**src/rtl/pic_inta_sequencer_pkg.sv**
```systemverilog
// Shared types and constants for the 8259A interrupt-acknowledge sequencer.
package pic_inta_pkg;

  typedef enum logic [1:0] {
    IDLE = 2'd0,
    LOW  = 2'd1,
    GAP  = 2'd2,
    HOLD = 2'd3
  } inta_state_t;

  // First byte returned by the PIC in MCS-80 mode must be a CALL opcode.
  localparam logic [7:0] CALL_OPCODE  = 8'hCD;
  localparam int         PULSES_8086  = 2;
  localparam int         PULSES_MCS80 = 3;

  function automatic int imax(input int a, input int b);
    return (a > b) ? a : b;
  endfunction

endpackage

```
**src/rtl/pic_inta_sequencer_if.sv**
```systemverilog
// PIC-side pins and CPU-side vector handshake of the INTA sequencer.
// PIC_INTA_STATS_EN adds the sequence/error counter outputs.
interface pic_inta_if;
  logic        enable;
  logic        interrupt_to_cpu;
  logic        u8086_or_mcs80_mode;
  logic [7:0]  data_bus;
  logic        interrupt_acknowledge_n;
  logic        busy;
  logic        vector_valid;
  logic        vector_ready;
  logic [15:0] vector_data;
  logic        opcode_error;
`ifdef PIC_INTA_STATS_EN
  logic [15:0] sequence_count;
  logic [7:0]  error_count;
`endif

  // master: the sequencer; slave: PIC/CPU side (or a bench standing in for them)
  modport master (
    input  enable, interrupt_to_cpu, u8086_or_mcs80_mode, data_bus, vector_ready,
    output interrupt_acknowledge_n, busy, vector_valid, vector_data, opcode_error
`ifdef PIC_INTA_STATS_EN
    , output sequence_count, error_count
`endif
  );

  modport slave (
    output enable, interrupt_to_cpu, u8086_or_mcs80_mode, data_bus, vector_ready,
    input  interrupt_acknowledge_n, busy, vector_valid, vector_data, opcode_error
`ifdef PIC_INTA_STATS_EN
    , input sequence_count, error_count
`endif
  );
endinterface

```
**src/rtl/pic_inta_sequencer_timer.sv**
```systemverilog
// Loadable down-counter timing INTA low/high widths. value counts the cycles
// remaining in the current phase including the present one, so expired marks
// the last cycle of the phase. It stops at zero and only wraps by reload.
module inta_pulse_timer #(
  parameter int W = 3
) (
  input  logic         clock,
  input  logic         reset_n,
  input  logic         load,
  input  logic [W-1:0] load_value,
  input  logic         count_en,
  output logic [W-1:0] value,
  output logic         expired
);
  logic [W-1:0] value_q, value_d;

  // reload takes priority over counting; never decrement below zero
  always_comb begin
    value_d = value_q;
    if (load)                         value_d = load_value;
    else if (count_en && value_q != '0) value_d = value_q - 1'b1;
  end

  // counter register
  always_ff @(posedge clock) begin
    if (!reset_n) value_q <= '0;
    else          value_q <= value_d;
  end

  assign value   = value_q;
  assign expired = (value_q == W'(1));
endmodule

```
**src/rtl/pic_inta_sequencer.sv**
```systemverilog
// CPU-side INTA sequencer for the 8259A: drives 2 (8086) or 3 (MCS-80) INTA
// pulses, captures the PIC's bytes and offers the vector on valid/ready.
// Optional: PIC_INTA_STATS_EN adds saturating handshake/error counters.
module pic_inta_sequencer
  import pic_inta_pkg::*;
#(
  parameter int PULSE_CYCLES = 4,
  parameter int GAP_CYCLES   = 2
) (
  input logic        clock,
  input logic        reset_n,
  pic_inta_if.master bus
);
  localparam int TMR_W = $clog2(imax(PULSE_CYCLES, GAP_CYCLES) + 1);

  inta_state_t       state_q, state_d;
  logic              mode_q;          // 1 = 8086, latched at start
  logic [1:0]        idx_q;           // current pulse index
  logic [2:0][7:0]   byte_q;

  logic              tmr_load, tmr_count, tmr_expired;
  logic [TMR_W-1:0]  tmr_load_val, tmr_value;
  logic              start, last_low, gap_done, last_idx, handshake;

  assign start     = (state_q == IDLE) & bus.enable & bus.interrupt_to_cpu;
  assign last_low  = (state_q == LOW) & tmr_expired;
  assign gap_done  = (state_q == GAP) & tmr_expired;
  assign last_idx  = (idx_q == (mode_q ? 2'(PULSES_8086 - 1) : 2'(PULSES_MCS80 - 1)));
  assign handshake = (state_q == HOLD) & bus.vector_ready;

  // the counter value itself is only observed through expired
  wire unused_tmr_value = ^tmr_value;

  // timer reload at each phase entry; runs only while pulsing
  always_comb begin
    tmr_load     = start | (last_low & ~last_idx) | gap_done;
    tmr_load_val = last_low ? TMR_W'(GAP_CYCLES) : TMR_W'(PULSE_CYCLES);
    tmr_count    = (state_q == LOW) | (state_q == GAP);
  end

  inta_pulse_timer #(.W(TMR_W)) u_timer (
    .clock      (clock),
    .reset_n    (reset_n),
    .load       (tmr_load),
    .load_value (tmr_load_val),
    .count_en   (tmr_count),
    .value      (tmr_value),
    .expired    (tmr_expired)
  );

  // state register
  always_ff @(posedge clock) begin
    if (!reset_n) state_q <= IDLE;
    else          state_q <= state_d;
  end

  // next state: once started, a sequence ignores enable/INT until HOLD
  always_comb begin
    state_d = state_q;
    case (state_q)
      IDLE:    if (start)       state_d = LOW;
      LOW:     if (tmr_expired) state_d = last_idx ? HOLD : GAP;
      GAP:     if (tmr_expired) state_d = LOW;
      HOLD:    if (handshake)   state_d = IDLE;
      default:                  state_d = IDLE;
    endcase
  end

  // mode latch, pulse index and byte capture at the end of each low phase
  always_ff @(posedge clock) begin
    if (!reset_n) begin
      mode_q <= 1'b0;
      idx_q  <= '0;
      byte_q <= '0;
    end else begin
      if (start) begin
        mode_q <= bus.u8086_or_mcs80_mode;
        idx_q  <= '0;
      end
      if (gap_done) idx_q <= idx_q + 2'd1;
      if (last_low) byte_q[idx_q] <= bus.data_bus;
    end
  end

  // outputs decoded from state; INTA follows state so reset lifts it at once
  always_comb begin
    bus.interrupt_acknowledge_n = (state_q != LOW);
    bus.busy                    = (state_q != IDLE);
    bus.vector_valid            = (state_q == HOLD);
    bus.vector_data             = mode_q ? {8'h00, byte_q[1]} : {byte_q[2], byte_q[1]};
    bus.opcode_error            = (state_q == HOLD) & ~mode_q & (byte_q[0] != CALL_OPCODE);
  end

`ifdef PIC_INTA_STATS_EN
  logic [15:0] seq_cnt_q;
  logic [7:0]  err_cnt_q;

  // saturating counts of accepted vectors and of bad-opcode vectors
  always_ff @(posedge clock) begin
    if (!reset_n) begin
      seq_cnt_q <= '0;
      err_cnt_q <= '0;
    end else if (handshake) begin
      if (seq_cnt_q != '1) seq_cnt_q <= seq_cnt_q + 16'd1;
      if (bus.opcode_error && err_cnt_q != '1) err_cnt_q <= err_cnt_q + 8'd1;
    end
  end

  assign bus.sequence_count = seq_cnt_q;
  assign bus.error_count    = err_cnt_q;
`endif
endmodule

```
**src/flat_wrapper.sv**
```systemverilog
// flat-port wrapper written by rule: the top's interface ports become plain ports
module pic_inta_sequencer_flat import pic_inta_pkg::*;
#(
  parameter int PULSE_CYCLES = 4,
  parameter int GAP_CYCLES   = 2
)
  (clock, reset_n, bus_enable, bus_interrupt_to_cpu, bus_u8086_or_mcs80_mode, bus_data_bus, bus_vector_ready, bus_interrupt_acknowledge_n, bus_busy, bus_vector_valid, bus_vector_data, bus_opcode_error);
  pic_inta_if bus_i ();
  input logic clock;
  input logic reset_n;
  input wire logic [$bits(bus_i.enable)-1:0] bus_enable;
  input wire logic [$bits(bus_i.interrupt_to_cpu)-1:0] bus_interrupt_to_cpu;
  input wire logic [$bits(bus_i.u8086_or_mcs80_mode)-1:0] bus_u8086_or_mcs80_mode;
  input wire logic [$bits(bus_i.data_bus)-1:0] bus_data_bus;
  input wire logic [$bits(bus_i.vector_ready)-1:0] bus_vector_ready;
  output wire logic [$bits(bus_i.interrupt_acknowledge_n)-1:0] bus_interrupt_acknowledge_n;
  output wire logic [$bits(bus_i.busy)-1:0] bus_busy;
  output wire logic [$bits(bus_i.vector_valid)-1:0] bus_vector_valid;
  output wire logic [$bits(bus_i.vector_data)-1:0] bus_vector_data;
  output wire logic [$bits(bus_i.opcode_error)-1:0] bus_opcode_error;
  assign bus_i.enable = bus_enable;
  assign bus_i.interrupt_to_cpu = bus_interrupt_to_cpu;
  assign bus_i.u8086_or_mcs80_mode = bus_u8086_or_mcs80_mode;
  assign bus_i.data_bus = bus_data_bus;
  assign bus_i.vector_ready = bus_vector_ready;
  assign bus_interrupt_acknowledge_n = bus_i.interrupt_acknowledge_n;
  assign bus_busy = bus_i.busy;
  assign bus_vector_valid = bus_i.vector_valid;
  assign bus_vector_data = bus_i.vector_data;
  assign bus_opcode_error = bus_i.opcode_error;
  pic_inta_sequencer #(.PULSE_CYCLES(PULSE_CYCLES), .GAP_CYCLES(GAP_CYCLES)) u_core (.clock(clock), .reset_n(reset_n), .bus(bus_i));
endmodule
```
**config.mk**
```make
export PLATFORM = sky130hd
export DESIGN_NAME = pic_inta_sequencer_flat
export DESIGN_NICKNAME = d
export VERILOG_FILES = /design/src/rtl/pic_inta_sequencer_pkg.sv /design/src/rtl/pic_inta_sequencer_if.sv /design/src/rtl/pic_inta_sequencer_timer.sv /design/src/rtl/pic_inta_sequencer.sv /design/src/flat_wrapper.sv
export SDC_FILE = /design/constraint.sdc
export NUM_CORES = 1
export LEC_CHECK = 0
export BUFFER_PORTS_ARGS = -buffer_cell sky130_fd_sc_hd__buf_2
export CORE_ASPECT_RATIO = 0.5
export CORE_MARGIN = 10
export CORE_UTILIZATION = 40
export CTS_CLUSTER_DIAMETER = 60
export DETAILED_ROUTE_END_ITERATION = 8
export GPL_TIMING_DRIVEN = 0
export PLACE_DENSITY_LB_ADDON = 0.2
export SYNTH_ARGS = -nofsm -noshare
export SYNTH_HDL_FRONTEND = slang
export SYNTH_SLANG_ARGS = --single-unit
export TNS_END_PERCENT = 5
```
**constraint.sdc**
```tcl
create_clock -name clock -period 1.85 [get_ports clock]
set_input_delay 0.0925 -clock clock [delete_from_list [all_inputs] [get_ports clock]]
set_output_delay 0.0925 -clock clock [all_outputs]
set_load 0.02 [all_outputs]
```
* Yosys cells after proc, flatten, opt, wreduce, memory -nomap -nowiden
Cells that the tools add are included.
** Storage, ports and cells
- Register bits after elaboration :: 32
- Input bits :: 14
- Output and inout bits :: 20
- Logic and storage cells :: 59
** Operators by class
- Add/subtract/negate cells :: 2
- $lt $le $gt $ge :: 2
- Equality and inequality tests :: 11
- Mux-type cells :: 16
- Bitwise gates (word level) :: 13
- Reductions and logical operators :: 8
** Operators with widths (count)
- $bwmux 24 :: 1
- $demux 8 s2 :: 1
- $mux 16 :: 1
- $mux 2 :: 7
- $ne 2x1->1 const B :: 5
- $mux 3 :: 3
- $and 1x1->1 :: 8
- $mux 8 :: 1
- $ne 8x8->1 const B :: 1
- $pmux 2 s4 :: 1
- $reduce_bool 2->1 :: 3
- $eq 2x2->1 const B :: 2
- $reduce_and 4->1 :: 1
- $eq 3x1->1 const B :: 1
- $lt 2x3->1 const B :: 1
- $or 1x1->1 :: 3
- $reduce_bool 3->1 :: 1
- $sub 3x1->3 const B :: 1
- $add 2x1->2 const B :: 1
- $eq 2x1->1 const B :: 1
- $eq 2x2->1 :: 1
- $ge 2x1->1 const B :: 1
- $logic_and 1x1->1 :: 2
- $logic_not 2->1 :: 1
- 2 further kinds :: 3

* Depth between registers and ports, before layout
Gate-level depths: netlist (run 1).
- Depth in word-level cells :: 7
- Mapped depth :: 7

* By module
Synthesis (run 1) repeated with hierarchy kept, for this count alone.
** Second synthesis, totals
- Cells, all modules :: 173
- Area, all modules :: 1619.1 µm²
** Modules (own cells, without submodules)
- pic_inta_sequencer :: instances 1, cells an instance 147, area each 1397.6 µm²
- inta_pulse_timer :: instances 1, cells an instance 26, area each 221.5 µm²

* Worst setup path before layout (run 1)
OpenSTA, ideal clock, no wires.
- Kind :: register to register
- Start point :: reg u_core.u_timer.value_q[0], in the netlist u_core.u_timer.value[0]
- End point :: reg u_core.u_timer.value_q[1], in the netlist u_core.u_timer.value[1]
- Library setup time :: 0.092 ns
- Data arrival time :: 1.432 ns
- Data required time :: 1.758 ns
- Setup slack :: 0.326 ns
- Stages on the path, launching flop included :: 7
- Period minus slack after synthesis :: 1.524 ns
- Path through :: dfxtp_1 inv_1 ha_1 ha_1 nor2b_4 mux2_2 o32ai_1
** Between the ends
- Word-level cells in the longest chain between the ends :: 6
** RTL lines
- from (decl) :: line pic_inta_sequencer_timer.sv:15 : logic [W-1:0] value_q, value_d;
- from (signal assigned) :: line pic_inta_sequencer_timer.sv:27 : else value_q <= value_d;
- $eq 3x1->1 :: line pic_inta_sequencer_timer.sv:31 : assign expired = (value_q == W'(1));
- $and 1x1->1 :: line pic_inta_sequencer.sv:26 : assign last_low = (state_q == LOW) & tmr_expired;
- $and 1x1->1 :: line pic_inta_sequencer.sv:36 : tmr_load = start | (last_low & ~last_idx) | gap_done;
- $or 1x1->1 (2 in series) :: line pic_inta_sequencer.sv:36
- $mux 3 or $reduce_bool 2->1 (tied branches)
Several ways; a longest one is shown, not always the timed one. The select of a mux whose other input is x is not followed.
A chain may end at the register's enable or synchronous reset.

* Final worst setup path (run 1)
Same ends and word-level chain as after synthesis.

==> results of run 1 <==
## final timing paths
check                                from                       to  slack [ns]  depth (start not counted)
setup / recovery  u_core.u_timer.value[0]  u_core.u_timer.value[1]        0.16                          6
hold / removal    bus_u8086_or_mcs80_mode            u_core.mode_q        0.05                          3
setup reg to reg  u_core.u_timer.value[0]  u_core.u_timer.value[1]        0.16                          6
hold reg to reg         u_core.byte_q[22]        u_core.byte_q[22]        0.45                          2
## worst max-delay path, delay by kind of cell, from the launching register on
kind | cells | cell delay, ns
DFF | 1 | 0.37
adders and majority gates | 2 | 0.41
and+or+nand+nor | 1 | 0.16
buffers and inverters | 1 | 0.06
AOI/OAI and AO/OA | 1 | 0.25
muxes | 1 | 0.35
## cell families after synthesis
group | Yosys count | share of synthesized area
mux | 4 | 0.0246
buf+inv | 29 | 0.102
xor+xnor | 1 | 0.00521
simple gates | 88 | 0.283
compound gates | 35 | 0.129
fa+ha+maj | 10 | 0.0744
flops | 32 | 0.381
## cells in the final DEF, fill, tap and decap left out, types with 2 or more instances in the layout
cell type / count
o211a_1: 2
nand3_1: 6
nand2b_1: 3
inv_1: 10
clkbuf_1: 3
clkbuf_8: 5
and3b_1: 2
nor2_1: 2
buf_4: 12
dfxtp_1: 32
buf_6: 2
nor2b_4: 2
and4b_1: 4
a21oi_1: 27
nand4b_1: 3
ha_1: 10
mux2i_1: 3
nand2_1: 51
nor2b_1: 8
buf_2: 35
## area by class of cell
type / count / area share
Multi-Input combinational cell: 138 / 0.430
Sequential cell: 32 / 0.317
Inverter: 11 / 0.0204
Buffer: 18 / 0.0644
Timing Repair Buffer: 33 / 0.0817
Clock inverter: 2 / 0.0173
Tap cell: 54 / 0.0334
Clock buffer: 6 / 0.0359
## routing by layer
metal / GRT usage / up-vias / part of all wire / wire length (µm)
li1: - / 742 / - / -
met1: 0.135 / 643 / 0.48 / 1910
met2: 0.174 / 32 / 0.44 / 1740
met3: 0.0399 / 4 / 0.066 / 259
met4: 0.0382 / 0 / 0.010 / 41
met5: 0 / - / 0 / 0
## flip-flops by register name, summed over array words and instances (netlist names)
register              count
u_core.u_timer.value      3
u_core.idx_q              2
u_core.state_q            2
u_core.mode_q             1
u_core.byte_q            24
## metrics by stage
step / total power [µW] / utilization / area [µm²]
floorplan: 1080 / - / 1680
global placement: 1190 / 0.481 / 1910
detailed placement: 1200 / 0.481 / 1910
CTS: 1870 / 0.508 / 2020
global route: 1960 / 0.508 / 2020
finish: 1850 / 0.508 / 2020
## power by group
part / internal (µW) / switching, µW
sequential: 719 / 24.4
clock: 399 / 262
combinational: 198 / 248
==> reports/results.ini, run 1 <==
[outcome]
status=finished, final reports clean

[place]
io_buffers=33
post-dp-hpwl_mm=3.02
gp_congestion=0.795
placed_cells=286
pre_cts_ws_ns=0.135

[clock_network]
clkLatencyLatePin_ns=0.28
clock-sinks=32
h-tree-depth=2
cts_tree=done
cts_buffer_depth=2
cts_resized=0
holdBufCountCts=0
cts_made_buffers=5
path_clk_slew_ns=0.07
cts_setup_buffers=0
root_buffer=clkbuf_8

[yosys]
synth_area_mm2=0.00168
yosysSeqAreaShare=0.381
synth-warning-count=0
synth-edff-count=0
synthTopCellsByArea=dfxtp_1 (38%), nand2_1 (11%), a21oi_1 (8.0%), ha_1 (7.4%), buf_4 (5.4%)
synth.top_cell.area_share=0.381
synth-async-reset-ratio=0
ys.flop_type=dfxtp_1
syn_nets=223
synth_seq_cells=32
synth.distinct_cells=35
yosysMostFrequentCell=nand2_1
ys_top_cells_by_count=nand2_1 (51), dfxtp_1 (32), a21oi_1 (27), buf_4 (12)
avgSynthCellArea_um2=8.45
synth_top_area_cell=dfxtp_1
synthCells=199

[grt]
grt_pass1_wl_mm=6.64
grt_max_degree=11
gr-usage-all-layers=0.109
grt_pass1_vias=1404
grt-ovfl-total=0
antenna_found_initial=0

[drt]
finalWirelength_mm=3.95
drt_pass1_iterations=4
routedWlPerCell_um=13.4
drtIter0Drc=59
vias_per_cell=4.83
drc=0
via_count=1421
antenna_left=0

[floorplanning]
start_util=0.422
num_io_pins=34
fp.dieH_um=65.9
core_mm2=0.00398
dieArea_mm2=0.00736
rows=16
dieWidth_um=112

[critical_path]
cp_slowest_stage_delay_ns=0.37
cp.required_ns=2.03
crit_fanout=3
crit_arrival_ns=1.88
start_kind=register
cp_slowest_cell=dfxtp_1
crit_chain=inv_1 -> ha_1 -> ha_1 -> nor2b_4 -> mux2_2 -> o32ai_1
crit_type=register to register
crit_path_end_kind=register
path_common_cell=ha_1

[final_layout]
num-fill-cells=417
synthToLayoutAreaGrowth_pct=20.2
final_nets=263
multi_input_area_um2=870
instances_no_fill=294
drive_gt1_frac=0.267
antennaDiodeCount=0
seqCellArea_um2=641

[min_path]
holdCritPathClass=input port to register

[sta]
setup_tns_ns=0
timing.fmax_ghz=0.590
hold_slack_ns=0.0478
setup_ws_ns=0.156
rsz0062_at_grt=no
layout_min_cycle_time_ns=1.69
skew_ns=0.00256
maxSlewViolCount=0
hold_violations=0
tightestPinTransition_ns=0.525
setup_viol=0
relSlewSlack=0.650
fin_crit_sh=0.916

[power_and_ir_drop]
power_density_mw_per_mm2=915
leakagePower_uw=0.000905
irDropWorstVdd_mv=0.421

[job]
maxCapViolations=0

Power figures use the tool's default switching activity.
==> inputs of run 2 (changes only) <==
--- a/config.mk
+++ b/config.mk
@@ -8,11 +8,13 @@
 export BUFFER_PORTS_ARGS = -buffer_cell sky130_fd_sc_hd__buf_2
 export CORE_ASPECT_RATIO = 0.5
 export CORE_MARGIN = 10
-export CORE_UTILIZATION = 40
+export CORE_UTILIZATION = 39
 export CTS_CLUSTER_DIAMETER = 60
+export CTS_CLUSTER_SIZE = 40
 export DETAILED_ROUTE_END_ITERATION = 8
 export GPL_TIMING_DRIVEN = 0
 export PLACE_DENSITY_LB_ADDON = 0.2
+export RECOVER_POWER = 50
 export SYNTH_ARGS = -nofsm -noshare
 export SYNTH_HDL_FRONTEND = slang
 export SYNTH_SLANG_ARGS = --single-unit
==> run 2 against run 1 <==
Against the previous run:
- largest power group unchanged
- critical path depth decreased by 1
- clock skew increased by 0.0027 ns
- largest cell class unchanged
- power fell by 0.22%
==> reports/results.ini, run 2 (same netlist as run 1, synthesis figures left out) <==
[critical_path]
cp_slowest_stage_delay_ns=0.38  ; was 0.37 ns
r2r_start=u_core.state_q[1]  ; was u_core.u_timer.value[0]
crit_fanout=4  ; was 3
cp_slowest_cell=dfxtp_1  ; unchanged
crit_arrival_ns=1.80  ; was 1.88 ns
startpoint=u_core.state_q[1]  ; was u_core.u_timer.value[0]
cp_num_buf_inv=1  ; unchanged
crit_chain=inv_1 -> ha_1 -> nor2b_4 -> mux2_2 -> o32ai_1  ; was inv_1 -> ha_1 -> ha_1 -> nor2b_4 -> mux2_2 -> o32ai_1
crit_type=register to register  ; unchanged
start_kind=register  ; unchanged
cp.required_ns=2.05  ; was 2.03 ns
crit_path_end_kind=register  ; unchanged
cp_top_family=flip-flops  ; was adder cells

[grt]
grt_pass1_vias=1416  ; was 1,404
gr-usage-all-layers=0.109  ; about the same
grt_pass1_wl_mm=6.57  ; was 6.64 mm
grt_max_degree=11  ; unchanged
grt-ovfl-total=0  ; unchanged
antenna_found_initial=0  ; unchanged

[drt]
drt_pass1_iterations=4  ; unchanged
finalWirelength_mm=3.95  ; about the same
drtIter0Drc=43  ; was 59
routedWlPerCell_um=13.4  ; about the same
vias_per_cell=4.81  ; was 4.83
drc=0  ; unchanged
via_count=1413  ; was 1,421
antenna_left=0  ; unchanged

[sta]
setup_tns_ns=0  ; unchanged
maxSlewViolCount=0  ; unchanged
fin_crit_sh=0.868  ; was 0.916
relSlewSlack=0.662  ; was 0.650
hold_violations=0  ; unchanged
hold_slack_ns=0.0420  ; was 0.0478 ns
rsz0062_at_grt=no  ; unchanged
layout_min_cycle_time_ns=1.61  ; was 1.69 ns
setup_ws_ns=0.244  ; was 0.156 ns
skew_ns=0.00525  ; was 0.00256 ns
setup_viol=0  ; unchanged
tightestPinTransition_ns=0.508  ; was 0.525 ns
timing.fmax_ghz=0.623  ; was 0.590 GHz

[clock_network]
cts_buffer_depth=2  ; unchanged
clock-sinks=32  ; unchanged
h-tree-depth=2  ; unchanged
cts_made_buffers=5  ; unchanged
cts_setup_buffers=0  ; unchanged
holdBufCountCts=0  ; unchanged
cts_resized=0  ; unchanged
path_clk_slew_ns=0.07  ; about the same
cts_tree=done  ; unchanged
root_buffer=clkbuf_8  ; unchanged
clkLatencyLatePin_ns=0.28  ; about the same

[floorplanning]
dieArea_mm2=0.00750  ; was 0.00736 mm²
rows=16  ; unchanged
num_io_pins=34  ; unchanged
fp.dieH_um=66.4  ; was 65.9 µm
dieWidth_um=113  ; was 112 µm
core_mm2=0.00402  ; was 0.00398 mm²
start_util=0.418  ; was 0.422

[place]
gp_congestion=0.774  ; was 0.795
placed_cells=286  ; unchanged
pre_cts_ws_ns=0.237  ; was 0.135 ns
io_buffers=33  ; unchanged
post-dp-hpwl_mm=3.10  ; was 3.02 mm

[final_layout]
final_nets=263  ; unchanged
top_register=u_core.byte_q  ; unchanged
final_cell_mix=nand2_1 (51), dfxtp_1 (32), a21oi_1 (27)  ; was nand2_1 (51), buf_2 (35), dfxtp_1 (32)
largest_register_ffs=24  ; unchanged
instances_no_fill=294  ; unchanged
synthToLayoutAreaGrowth_pct=18.8  ; was 20.2%
antennaDiodeCount=0  ; unchanged
final_common_cell=nand2_1  ; unchanged
num-fill-cells=410  ; was 417
drive_gt1_frac=0.183  ; was 0.267

[power_and_ir_drop]
p_int_uw=1310  ; was 1320 µW
share_comb_of_total_power=0.237  ; was 0.241
p_sw_uw=536  ; was 534 µW
irDropWorstVdd_mv=0.455  ; was 0.421 mV
p_seq_frac=0.401  ; was 0.402
finalPower_uw=1850  ; about the same
power_frac_clock=0.362  ; was 0.357
power_density_mw_per_mm2=924  ; was 915 mW/mm²
leakagePower_uw=0.000820  ; was 0.000905 µW
p_sw_frac=0.290  ; was 0.289

[min_path]
min_from=bus_u8086_or_mcs80_mode  ; unchanged
holdCritPathClass=input port to register  ; unchanged

[outcome]
status=finished, final reports clean  ; unchanged

[job]
maxCapViolations=0  ; unchanged

-- run 2: layout make-up --
cell class,count,area [µm²],area share
buffer,18,130,0.0652
clock buffer,6,72.6,0.0363
clock inverter,2,35.0,0.0175
inverter,11,41.3,0.0207
multi-input combinational,138,870,0.435
sequential,32,641,0.321
tap,54,67.6,0.0338
timing repair buffer,33,140,0.0702
-- run 2: per-layer routing --
layer  wire length, µm  share of wire  vias up  GRT usage
met5                 0              0        -          0
li1                  -              -      737          -
met2              1720           0.44       33      0.171
met1              1990           0.50      639      0.133
met4                22         0.0056        0     0.0283
met3               211          0.053        4     0.0471
-- run 2: worst reg2reg max path: stages (launching register included) --
cell	delay, ns
dfxtp_1	0.38
inv_1	0.10
ha_1	0.31
nor2b_4	0.18
mux2_2	0.34
o32ai_1	0.20
-- run 2: metrics by stage --
stage | util | area (µm²)
2_1_floorplan | - | 1680
3_3_place_gp | 0.476 | 1910
3_5_place_dp | 0.476 | 1910
4_1_cts | 0.502 | 2020
5_1_grt | 0.496 | 2000
6_report | 0.496 | 2000
-- run 2: power groups by stage --
stage               clock (µW)  combinational, µW  sequential (µW)
floorplan                    0                331              752
global placement             0                435              755
detailed placement           0                443              756
CTS                        683                449              740
global route               721                492              745
finish                     668                438              740
-- run 2: path summary, 6_finish.rpt --
path                            slack [ns]  cells past startpoint                      end
worst min register to register        0.45                      2        u_core.byte_q[16]
worst min-delay path                  0.04                      3            u_core.mode_q
worst max-delay path                  0.24                      5  u_core.u_timer.value[1]
worst max register to register        0.24                      5  u_core.u_timer.value[1]
==> inputs of run 3 (changes only) <==
==> constraint.sdc (replaced) <==
create_clock -name clock -period 1.85 [get_ports clock]
set_input_delay 0.0925 -clock clock [delete_from_list [all_inputs] [get_ports clock]]
set_output_delay 0.0925 -clock clock [all_outputs]
set_load 0.05 [all_outputs]
==> run 3 against run 2 <==
Against the previous run:
- sequential share of layout area decreased by 0.060 points
- final cell count unchanged
- combinational power grew 12%
- largest power group unchanged
- utilization up 0.093 points
- count of clock-buffer cells in the layout stayed put
- maximum frequency hardly changed
- critical endpoint unchanged
- register-to-register slack about the same
- first-iteration DRC count increased by 2.3%
- clock power is 0.6% lower
- die area unchanged
- final area is 0.19% higher
- largest cell class unchanged
==> reports/results.ini, run 3 (same netlist as run 1, synthesis figures left out) <==
[final_layout]
final_nets=263  ; unchanged
final_cell_mix=nand2_1 (51), dfxtp_1 (32), a21oi_1 (27)  ; unchanged
instances_no_fill=294  ; unchanged
num-fill-cells=408  ; was 410
final_common_cell=nand2_1  ; unchanged
largest_register_ffs=24  ; unchanged
top_register=u_core.byte_q  ; unchanged
drive_gt1_frac=0.196  ; was 0.183
fin_area_mm2=0.00200  ; about the same
synthToLayoutAreaGrowth_pct=19.0  ; was 18.8%
multi_input_area_um2=870  ; unchanged
antennaDiodeCount=0  ; unchanged
seqCellArea_um2=641  ; unchanged

[place]
placed_cells=286  ; unchanged
gp_congestion=0.774  ; unchanged
place_area_mm2=0.00191  ; unchanged
pre_cts_ws_ns=0.237  ; unchanged
io_buffers=33  ; unchanged
post-dp-hpwl_mm=3.10  ; unchanged

[sta]
timing.fmax_ghz=0.623  ; about the same
setup_tns_ns=0  ; unchanged
fin_crit_sh=0.868  ; about the same
rsz0062_at_grt=no  ; unchanged
setup_viol=0  ; unchanged
hold_violations=0  ; unchanged
layout_min_cycle_time_ns=1.61  ; about the same
relSlewSlack=0.596  ; was 0.662
skew_ns=0.00381  ; was 0.00525 ns
setup_ws_ns=0.244  ; about the same
tightestPinTransition_ns=0.609  ; was 0.508 ns
maxSlewViolCount=0  ; unchanged

[critical_path]
cp.required_ns=2.05  ; about the same
crit_path_end_kind=register  ; unchanged
crit_fanout=4  ; unchanged
cp_num_cells=5  ; unchanged
crit_arrival_ns=1.80  ; about the same
crit_chain=inv_1 -> ha_1 -> nor2b_4 -> mux2_2 -> o32ai_1  ; unchanged
crit_type=register to register  ; unchanged
cp_slowest_cell=dfxtp_1  ; unchanged
cp_top_family=flip-flops  ; unchanged
cp_num_buf_inv=1  ; unchanged
start_kind=register  ; unchanged
cp_slowest_stage_delay_ns=0.38  ; about the same
rr_worst_depth=5  ; unchanged

[clock_network]
cts_buffer_depth=2  ; unchanged
clock-sinks=32  ; unchanged
holdBufCountCts=0  ; unchanged
cts_resized=0  ; unchanged
path_clk_slew_ns=0.07  ; about the same
cts_setup_buffers=0  ; unchanged
cts_tree=done  ; unchanged
root_buffer=clkbuf_8  ; unchanged
cts_made_buffers=5  ; unchanged
h-tree-depth=2  ; unchanged
clkLatencyLatePin_ns=0.28  ; about the same

[floorplanning]
fp.dieH_um=66.4  ; unchanged
start_util=0.418  ; unchanged
dieWidth_um=113  ; unchanged
core_mm2=0.00402  ; unchanged
rows=16  ; unchanged
num_io_pins=34  ; unchanged
dieArea_mm2=0.00750  ; unchanged

[drt]
drtIter0Drc=44  ; was 43
routedWlPerCell_um=13.5  ; was 13.4 µm
drt_pass1_iterations=4  ; unchanged
finalWirelength_mm=3.96  ; was 3.95 mm
via_count=1408  ; was 1,413
antenna_left=0  ; unchanged
drc=0  ; unchanged
vias_per_cell=4.79  ; was 4.81

[grt]
grt_max_degree=11  ; unchanged
antenna_found_initial=0  ; unchanged
grt_pass1_vias=1416  ; unchanged
gr-usage-all-layers=0.109  ; unchanged
grt-ovfl-total=0  ; unchanged
grt_pass1_wl_mm=6.57  ; unchanged

[power_and_ir_drop]
power_density_mw_per_mm2=948  ; was 924 mW/mm²
leakagePower_uw=0.000830  ; was 0.000820 µW
irDropWorstVdd_mv=0.571  ; was 0.455 mV

[outcome]
status=finished, final reports clean  ; unchanged

[job]
maxCapViolations=0  ; unchanged

[min_path]
hold_depth=3  ; unchanged
holdCritPathClass=input port to register  ; unchanged

[run 3: cell count changes in the layout (fill, tap and decap cells not counted), sizes merged]
cell	previous run	this run
clkbuf	28	26
buf	29	31
[run 3: final timing paths]
kind	from	end	slack, ns
setup / recovery	u_core.state_q[1]	u_core.u_timer.value[1]	0.24
hold / removal	bus_u8086_or_mcs80_mode	u_core.mode_q	0.04
setup reg to reg	u_core.state_q[1]	u_core.u_timer.value[1]	0.24
hold reg to reg	u_core.byte_q[22]	u_core.byte_q[22]	0.45
[run 3: layer usage]
layer  GRT usage  up-vias  part of all wire
met4      0.0283        0            0.0056
met1       0.133      639              0.51
met3      0.0471        4             0.050
li1            -      736                 -
met5           0        -                 0
met2       0.171       29              0.44
[run 3: power breakdown]
part / switching [µW] / internal [µW] / total (µW)
clock: 264 / 400 / 664
sequential: 21.8 / 719 / 741
combinational: 296 / 195 / 491
total: 582 / 1310 / 1900
[run 3: worst reg2reg max path, stage by stage (launching register included)]
cell	delay (ns)
dfxtp_1	0.38
inv_1	0.10
ha_1	0.31
nor2b_4	0.18
mux2_2	0.34
o32ai_1	0.20
[run 3: cell type report]
| class | instances | share of cell area |
|---|---|---|
| timing repair buffer | 33 | 0.0719 |
| sequential | 32 | 0.320 |
| clock buffer | 6 | 0.0363 |
| multi-input combinational | 138 | 0.435 |
| inverter | 11 | 0.0206 |
| buffer | 18 | 0.0650 |
| tap | 54 | 0.0338 |
| clock inverter | 2 | 0.0175 |
[run 3: stage by stage]
step                       util  hold slack, ns  total power, µW
after detailed placement  0.476           0.337             1250
after floorplan               -           0.226             1130
after global placement    0.476           0.323             1240
after global routing      0.497          0.0658             2010
after CTS                 0.502          0.0393             1920
final                     0.497          0.0421             1900
